<file path="src/rtl/trng_pkg.sv">
// trng_pkg -- shared definitions for the TRNG post-processor.
//   db_state_e        : von Neumann debias FSM states
//   TRNG_FIFO_DEPTH   : default output FIFO depth (bytes)
//   TRNG_RCT_CUTOFF   : default repetition-count cutoff
//   TRNG_BYTE_W       : conditioned output width
package trng_pkg;

  localparam int TRNG_FIFO_DEPTH = 4;
  localparam int TRNG_RCT_CUTOFF = 8;
  localparam int TRNG_BYTE_W     = 8;

  typedef enum logic {
    IDLE       = 1'b0,
    HAVE_FIRST = 1'b1
  } db_state_e;

endpackage

</file>
<file path="src/rtl/trng_vn_debias.sv">
// trng_vn_debias -- von Neumann debiaser for the raw sampler stream.
//
//   state      | meaning
//   -----------+---------------------------------------------------
//   IDLE       | no sample held; next accepted sample is stored
//   HAVE_FIRST | first bit of a pair held; next accepted sample
//              | completes the pair (01 -> 0, 10 -> 1, 00/11 drop)
//
// Ports:
//   clk, rst_n   clock and async active-low reset
//   ena          block enable; low forces IDLE and drops the held bit
//   raw_bit      raw entropy sample
//   raw_valid    raw_bit is a new sample this cycle
//   db_bit       debiased bit (registered)
//   db_valid     one-cycle strobe, db_bit is new
module trng_vn_debias
  import trng_pkg::*;
(
  input  logic clk,
  input  logic rst_n,
  input  logic ena,
  input  logic raw_bit,
  input  logic raw_valid,
  output logic db_bit,
  output logic db_valid
);

  db_state_e state_q, state_d;
  logic      first_q, first_d;
  logic      db_bit_q, db_bit_d;
  logic      db_valid_q, db_valid_d;

  always_comb begin
    state_d    = state_q;
    first_d    = first_q;
    db_bit_d   = db_bit_q;
    db_valid_d = 1'b0;
    if (!ena) begin
      state_d = IDLE;
      first_d = 1'b0;
    end else if (raw_valid) begin
      case (state_q)
        IDLE: begin
          first_d = raw_bit;
          state_d = HAVE_FIRST;
        end
        HAVE_FIRST: begin
          state_d = IDLE;
          first_d = 1'b0;
          if (raw_bit != first_q) begin
            db_valid_d = 1'b1;
            db_bit_d   = first_q;
          end
        end
        default: state_d = IDLE;
      endcase
    end
  end

  always_ff @(posedge clk or negedge rst_n) begin
    if (!rst_n) begin
      state_q    <= IDLE;
      first_q    <= 1'b0;
      db_bit_q   <= 1'b0;
      db_valid_q <= 1'b0;
    end else begin
      state_q    <= state_d;
      first_q    <= first_d;
      db_bit_q   <= db_bit_d;
      db_valid_q <= db_valid_d;
    end
  end

  assign db_bit   = db_bit_q;
  assign db_valid = db_valid_q;

endmodule

</file>
<file path="src/rtl/trng_postproc.sv">
// trng_postproc -- TRNG post-processing: von Neumann debias, MSB-first
// byte packer, output byte FIFO and optional repetition-count health test.
//
// Optional feature: define TRNG_HEALTH_EN to build the repetition-count
// test; otherwise health_fail is tied low and pushes are never blocked.
//
// Ports:
//   clk          single clock
//   rst_n        async active-low reset (deassertion synchronised internally)
//   ena          block enable
//   raw_bit      raw entropy sample
//   raw_valid    raw_bit is a new sample
//   out_byte     FIFO head (8'h00 when empty)
//   out_valid    FIFO not empty
//   out_ready    consumer accepts out_byte
//   fifo_level   FIFO occupancy
//   health_fail  sticky health-test failure
module trng_postproc
  import trng_pkg::*;
#(
  parameter int FIFO_DEPTH = TRNG_FIFO_DEPTH,
  parameter int RCT_CUTOFF = TRNG_RCT_CUTOFF
) (
  input  logic                          clk,
  input  logic                          rst_n,
  input  logic                          ena,
  input  logic                          raw_bit,
  input  logic                          raw_valid,
  output logic [TRNG_BYTE_W-1:0]        out_byte,
  output logic                          out_valid,
  input  logic                          out_ready,
  output logic [$clog2(FIFO_DEPTH):0]   fifo_level,
  output logic                          health_fail
);

  localparam int PTR_W = $clog2(FIFO_DEPTH);
  localparam int LVL_W = PTR_W + 1;
  // An out-of-range parameter set leaves the FIFO permanently empty
  // rather than building a mis-sized buffer.
  localparam bit CFG_OK = (FIFO_DEPTH >= 2) && (FIFO_DEPTH <= 8) &&
                          ((FIFO_DEPTH & (FIFO_DEPTH - 1)) == 0) &&
                          (RCT_CUTOFF >= 2);

  // Reset asserts asynchronously, releases two clk edges later.
  logic [1:0] rst_sync_q;
  logic       rst_int_n;

  always_ff @(posedge clk or negedge rst_n) begin
    if (!rst_n) rst_sync_q <= 2'b00;
    else        rst_sync_q <= {rst_sync_q[0], 1'b1};
  end

  assign rst_int_n = rst_sync_q[1];

  logic db_bit, db_valid;

  trng_vn_debias u_debias (
    .clk       (clk),
    .rst_n     (rst_int_n),
    .ena       (ena),
    .raw_bit   (raw_bit),
    .raw_valid (raw_valid),
    .db_bit    (db_bit),
    .db_valid  (db_valid)
  );

  // Packer: the completed byte is registered and written to the FIFO on
  // the following edge.
  logic [6:0]             shreg_q, shreg_d;
  logic [2:0]             cnt_q, cnt_d;
  logic                   push_q, push_d;
  logic [TRNG_BYTE_W-1:0] push_byte_q, push_byte_d;

  always_comb begin
    shreg_d     = shreg_q;
    cnt_d       = cnt_q;
    push_d      = 1'b0;
    push_byte_d = push_byte_q;
    if (db_valid) begin
      shreg_d = {shreg_q[5:0], db_bit};
      if (cnt_q == 3'd7) begin
        push_d      = 1'b1;
        push_byte_d = {shreg_q, db_bit};
        cnt_d       = 3'd0;
      end else begin
        cnt_d = cnt_q + 3'd1;
      end
    end
  end

  always_ff @(posedge clk or negedge rst_int_n) begin
    if (!rst_int_n) begin
      shreg_q     <= '0;
      cnt_q       <= '0;
      push_q      <= 1'b0;
      push_byte_q <= '0;
    end else begin
      shreg_q     <= shreg_d;
      cnt_q       <= cnt_d;
      push_q      <= push_d;
      push_byte_q <= push_byte_d;
    end
  end

  // Health test
`ifdef TRNG_HEALTH_EN
  localparam int RCT_W = $clog2(RCT_CUTOFF + 1);

  logic [RCT_W-1:0] rct_cnt_q, rct_cnt_d;
  logic             rct_prev_q, rct_prev_d;
  logic             health_fail_q, health_fail_d;

  always_comb begin
    rct_cnt_d     = rct_cnt_q;
    rct_prev_d    = rct_prev_q;
    health_fail_d = health_fail_q;
    if (ena && raw_valid) begin
      // A zero count means no sample seen since reset.
      if ((rct_cnt_q == '0) || (raw_bit != rct_prev_q))
        rct_cnt_d = RCT_W'(1);
      else if (rct_cnt_q != RCT_W'(RCT_CUTOFF))
        rct_cnt_d = rct_cnt_q + RCT_W'(1);
      rct_prev_d = raw_bit;
      if (rct_cnt_d == RCT_W'(RCT_CUTOFF))
        health_fail_d = 1'b1;
    end
  end

  always_ff @(posedge clk or negedge rst_int_n) begin
    if (!rst_int_n) begin
      rct_cnt_q     <= '0;
      rct_prev_q    <= 1'b0;
      health_fail_q <= 1'b0;
    end else begin
      rct_cnt_q     <= rct_cnt_d;
      rct_prev_q    <= rct_prev_d;
      health_fail_q <= health_fail_d;
    end
  end

  assign health_fail = health_fail_q;
`else
  assign health_fail = 1'b0;
`endif

  // Output FIFO
  logic [TRNG_BYTE_W-1:0] mem_q [FIFO_DEPTH];
  logic [PTR_W-1:0]       wr_ptr_q, wr_ptr_d;
  logic [PTR_W-1:0]       rd_ptr_q, rd_ptr_d;
  logic [LVL_W-1:0]       level_q, level_d;
  logic                   pop, push_ok;

  assign pop     = (level_q != '0) && out_ready;
  assign push_ok = CFG_OK && push_q && !health_fail &&
                   ((level_q < LVL_W'(FIFO_DEPTH)) || pop);

  always_comb begin
    wr_ptr_d = wr_ptr_q;
    rd_ptr_d = rd_ptr_q;
    level_d  = level_q;
    if (push_ok) wr_ptr_d = wr_ptr_q + PTR_W'(1);
    if (pop)     rd_ptr_d = rd_ptr_q + PTR_W'(1);
    case ({push_ok, pop})
      2'b10:   level_d = level_q + LVL_W'(1);
      2'b01:   level_d = level_q - LVL_W'(1);
      default: level_d = level_q;
    endcase
  end

  always_ff @(posedge clk or negedge rst_int_n) begin
    if (!rst_int_n) begin
      wr_ptr_q <= '0;
      rd_ptr_q <= '0;
      level_q  <= '0;
    end else begin
      wr_ptr_q <= wr_ptr_d;
      rd_ptr_q <= rd_ptr_d;
      level_q  <= level_d;
    end
  end

  // Storage needs no reset: contents are only visible while level_q != 0.
  always_ff @(posedge clk) begin
    if (push_ok) mem_q[wr_ptr_q] <= push_byte_q;
  end

  assign out_valid  = (level_q != '0);
  assign out_byte   = out_valid ? mem_q[rd_ptr_q] : '0;
  assign fifo_level = level_q;

endmodule
</file>
<file path="config.mk">
export PLATFORM = sky130hd
export DESIGN_NAME = trng_postproc
export DESIGN_NICKNAME = d
export VERILOG_FILES = /design/src/rtl/trng_pkg.sv /design/src/rtl/trng_vn_debias.sv /design/src/rtl/trng_postproc.sv
export SDC_FILE = /design/constraint.sdc
export NUM_CORES = 1
export LEC_CHECK = 0
export BUFFER_PORTS_ARGS = -buffer_cell sky130_fd_sc_hd__buf_2
export CORE_MARGIN = 1.5
export CORE_UTILIZATION = 50
export CTS_CLUSTER_SIZE = 28
export DETAILED_ROUTE_END_ITERATION = 7
export GPL_TIMING_DRIVEN = 0
export PLACE_DENSITY = 0.68
export SLEW_MARGIN = 20
export SYNTH_ARGS = -nofsm -noshare
export SYNTH_HDL_FRONTEND = slang
export SYNTH_SLANG_ARGS = --single-unit
</file>
<file path="constraint.sdc">
create_clock -name clk -period 1.9 [get_ports clk]
set_input_delay 0.19 -clock clk [delete_from_list [all_inputs] [get_ports clk]]
set_output_delay 0.19 -clock clk [all_outputs]
set_load 0.01 [all_outputs]
</file>
==> impl_metrics.ini <==
[outcome]
status = completed

[cts]
cts.path.max_buffers = 2
cts.clk_slew.worst_paths_ns = 0.06
cts_root_buf = clkbuf_8
clock_sink_count = 64
clk_latency_ns = 0.34
htree_levels = 3
cts_tree = done
cts_made_buffers = 9

[worst_setup_path]
cp.required_ns = 1.71
slowest_stage = mux4_2
max_stage_delay_ns = 0.50
worstSetupPathType = reg -> out
cp.arrival_ns = 1.65
worstSetupEndpointType = output port
path_cells = buf_12, mux4_2, and2_1, buf_2
path_max_fanout = 9
rr_worst_depth = 6
start_kind = register

[final_layout]
drive_gt1_share_pct = 38.9
diodes = 0
fin_nets = 199
final_core_util_pct = 61.6
synthToLayoutAreaGrowth_pct = 15.6
stdcell_area_um2 = 2990

[yosys]
synthesis.area_um2 = 2580
synth_top_area_cell = edfxtp_1
ys_ff_latch = 64
synth_enable_flop_cells = 32
ys_types = 24
synth_nets = 167
synthFlopType = edfxtp_1
ys_seq_area_share_pct = 68.2
yosysTopAreaCellShare_pct = 37.2
syn_avg_cell_area_um2 = 16.9
yosysWarnings = 0
synth_area_leaders = edfxtp_1 37%, dfrtp_1 31%, mux2_2 8.3%
synthCells = 153
ys_async_sr_fraction_pct = 50.0

[sta]
slew_viol_final = 0
finalCriticalPeriod_ns = 1.84
worst_pin_slew_ns = 0.632
post-route-period-util_pct = 96.9
finalSetupViolCount = 0
hold_viol = 0
rsz0062_at_grt = true
clock_skew_ns = 0.00659
max_freq_mhz = 543
slew-limit-headroom_pct = 57.8

[die]
die_h_um = 74.9
row_count = 25
die_width_um = 74.9
num_io_pins = 19
core_area_um2 = 4850
start_util_pct = 53.3
dieArea_um2 = 5600

[drt]
route.detailed.drc = 0
drt-initial-drc-count = 78
wl_per_cell_um = 15.4
dr.pass1.iters = 4
drtAntennaViolNets = 0
avgViaCountPerCell = 4.95
drt_wl_total_um = 3950
vias = 1273

[placement]
hpwl_um = 2620
placedInstanceArea_um2 = 2750
place.gp.congestion = 0.682
io_buffers = 17

[power]
p_leak_nw = 1.31
p_per_area_nw_per_um2 = 1160
ir_worst_vdd_mv = 0.471

[hold_path]
holdPathStages = 2
hold_path.class = in -> reg

[global_routing]
grt_pass1_wl_um = 6300
top_usage_layer = met2
met1_usage_pct = 18.5
grt_max_degree = 31
grtUsageTotal_pct = 16.5
use_met3_pct = 7.23
grt_overflow_total = 0
grt_pass1_vias = 1359
met2_usage_pct = 27.8
antenna_found_initial = 0

[job]
cap_violations = 0
[cell type report]
cell class | instances | area (µm²)
inverter | 10 | 37.5
sequential | 64 | 1760
clock buffer | 10 | 128
timing repair buffer | 21 | 124
buffer | 5 | 42.5
multi-input combinational | 74 | 782
tap | 67 | 83.8
fill | 354 | 1860
clock inverter | 6 | 26.3
[layout by cell type, fill, tap and decap left out, types with 2 or more instances in the layout]
cell      Yosys  layout
and2_1       15      11
and2_4        0       4
buf_2         2      18
buf_4         1       4
clkbuf_8      0       9
clkinv_1      0       3
clkinv_2      0       3
conb_1        2       2
dfrtp_1      32      31
edfxtp_1     32      32
ha_1          7       6
inv_1        10       8
inv_2         0       2
mux2_2       19      19
mux4_2        8       8
nand2_1       3       3
nand3_1       2       2
nor2_1        3       3
xnor2_1       5       5
xor2_1        3       3
[synth_stat cells (3+ instances only)]
cell      instances
edfxtp_1         32
inv_1            10
nor2_1            3
nand2_1           3
mux4_2            8
dfrtp_1          32
xor2_1            3
ha_1              7
xnor2_1           5
and2_1           15
mux2_2           19
[flip-flops by register name (all words and copies together) (netlist names)]
register	cells
u_debias.state_q	1
push_byte_q	8
cnt_q	3
u_debias.first_q	1
rd_ptr_q	2
mem_q	32
u_debias.db_valid	1
shreg_q	7
push_q	1
fifo_level	3
u_debias.db_bit	1
wr_ptr_q	2
rst_sync_q	2
[worst max-delay path, delay by kind of cell, from the launching register on]
kind / cells / cell delay, ns
simple gates: 1 / 0.16
flops: 1 / 0.37
mux: 1 / 0.50
buf+inv: 2 / 0.28
[routing by layer]
metal,vias up,share of wire [%]
li1,600,-
met1,631,41
met4,0,1.9
met3,7,4.8
met2,35,53
met5,-,0
[cells by family after synthesis]
family                     after synthesis  synth area share (%)
AOI/OAI and AO/OA                        4                  1.07
and+or+nand+nor                         24                  5.14
DFF                                     64                  68.2
adders and majority gates                8                  4.17
muxes                                   28                  15.6
xor gates and xnor gates                 8                  2.71
buffers and inverters                   15                  2.76
other                                    2                 0.291
[where the power goes]
group | switching, W | internal (W) | leakage [nW]
logic | 0.000382 | 0.000484 | 0.492
clock network | 0.000469 | 0.000452 | 0.0823
registers | 0.0000912 | 0.00157 | 0.738
[path summary, 6_finish.rpt]
kind                               start               end  slack [ns]
min in group asynchronous          rst_n     rst_sync_q[1]        0.17
setup reg to reg           fifo_level[2]     fifo_level[1]        0.09
max in group asynchronous  rst_sync_q[1]     fifo_level[1]        1.20
hold reg to reg            rst_sync_q[1]    push_byte_q[3]        0.29
setup / recovery             rd_ptr_q[0]       out_byte[1]        0.06
hold / removal                       ena  u_debias.state_q        0.09
[per-stage QoR]
stage	total power (W)	std cells	hold WS, ns	setup TNS [ns]	worst slack [ns]
after CTS	0.00339	255	0.0834	0	0.0129
final	0.00345	257	0.0922	0	0.0587
after global routing	0.00366	257	0.0988	-0.0196	-0.0132
after global placement	0.00238	237	-0.0256	0	0.0703
after floorplan	0.00221	153	-0.106	0	0.0759
after detailed placement	0.00244	237	-0.0238	-0.0129	-0.0129
[repair_timing]
item,in CTS,in global routing
pin swaps,1,5
buffers inserted,1,2
resized for setup,1,14
endpoints found under the hold margin,2,0
hold buffers,1,0
setup endpoints to repair,2,10
Note: power is estimated with default switching activity, not from simulation.
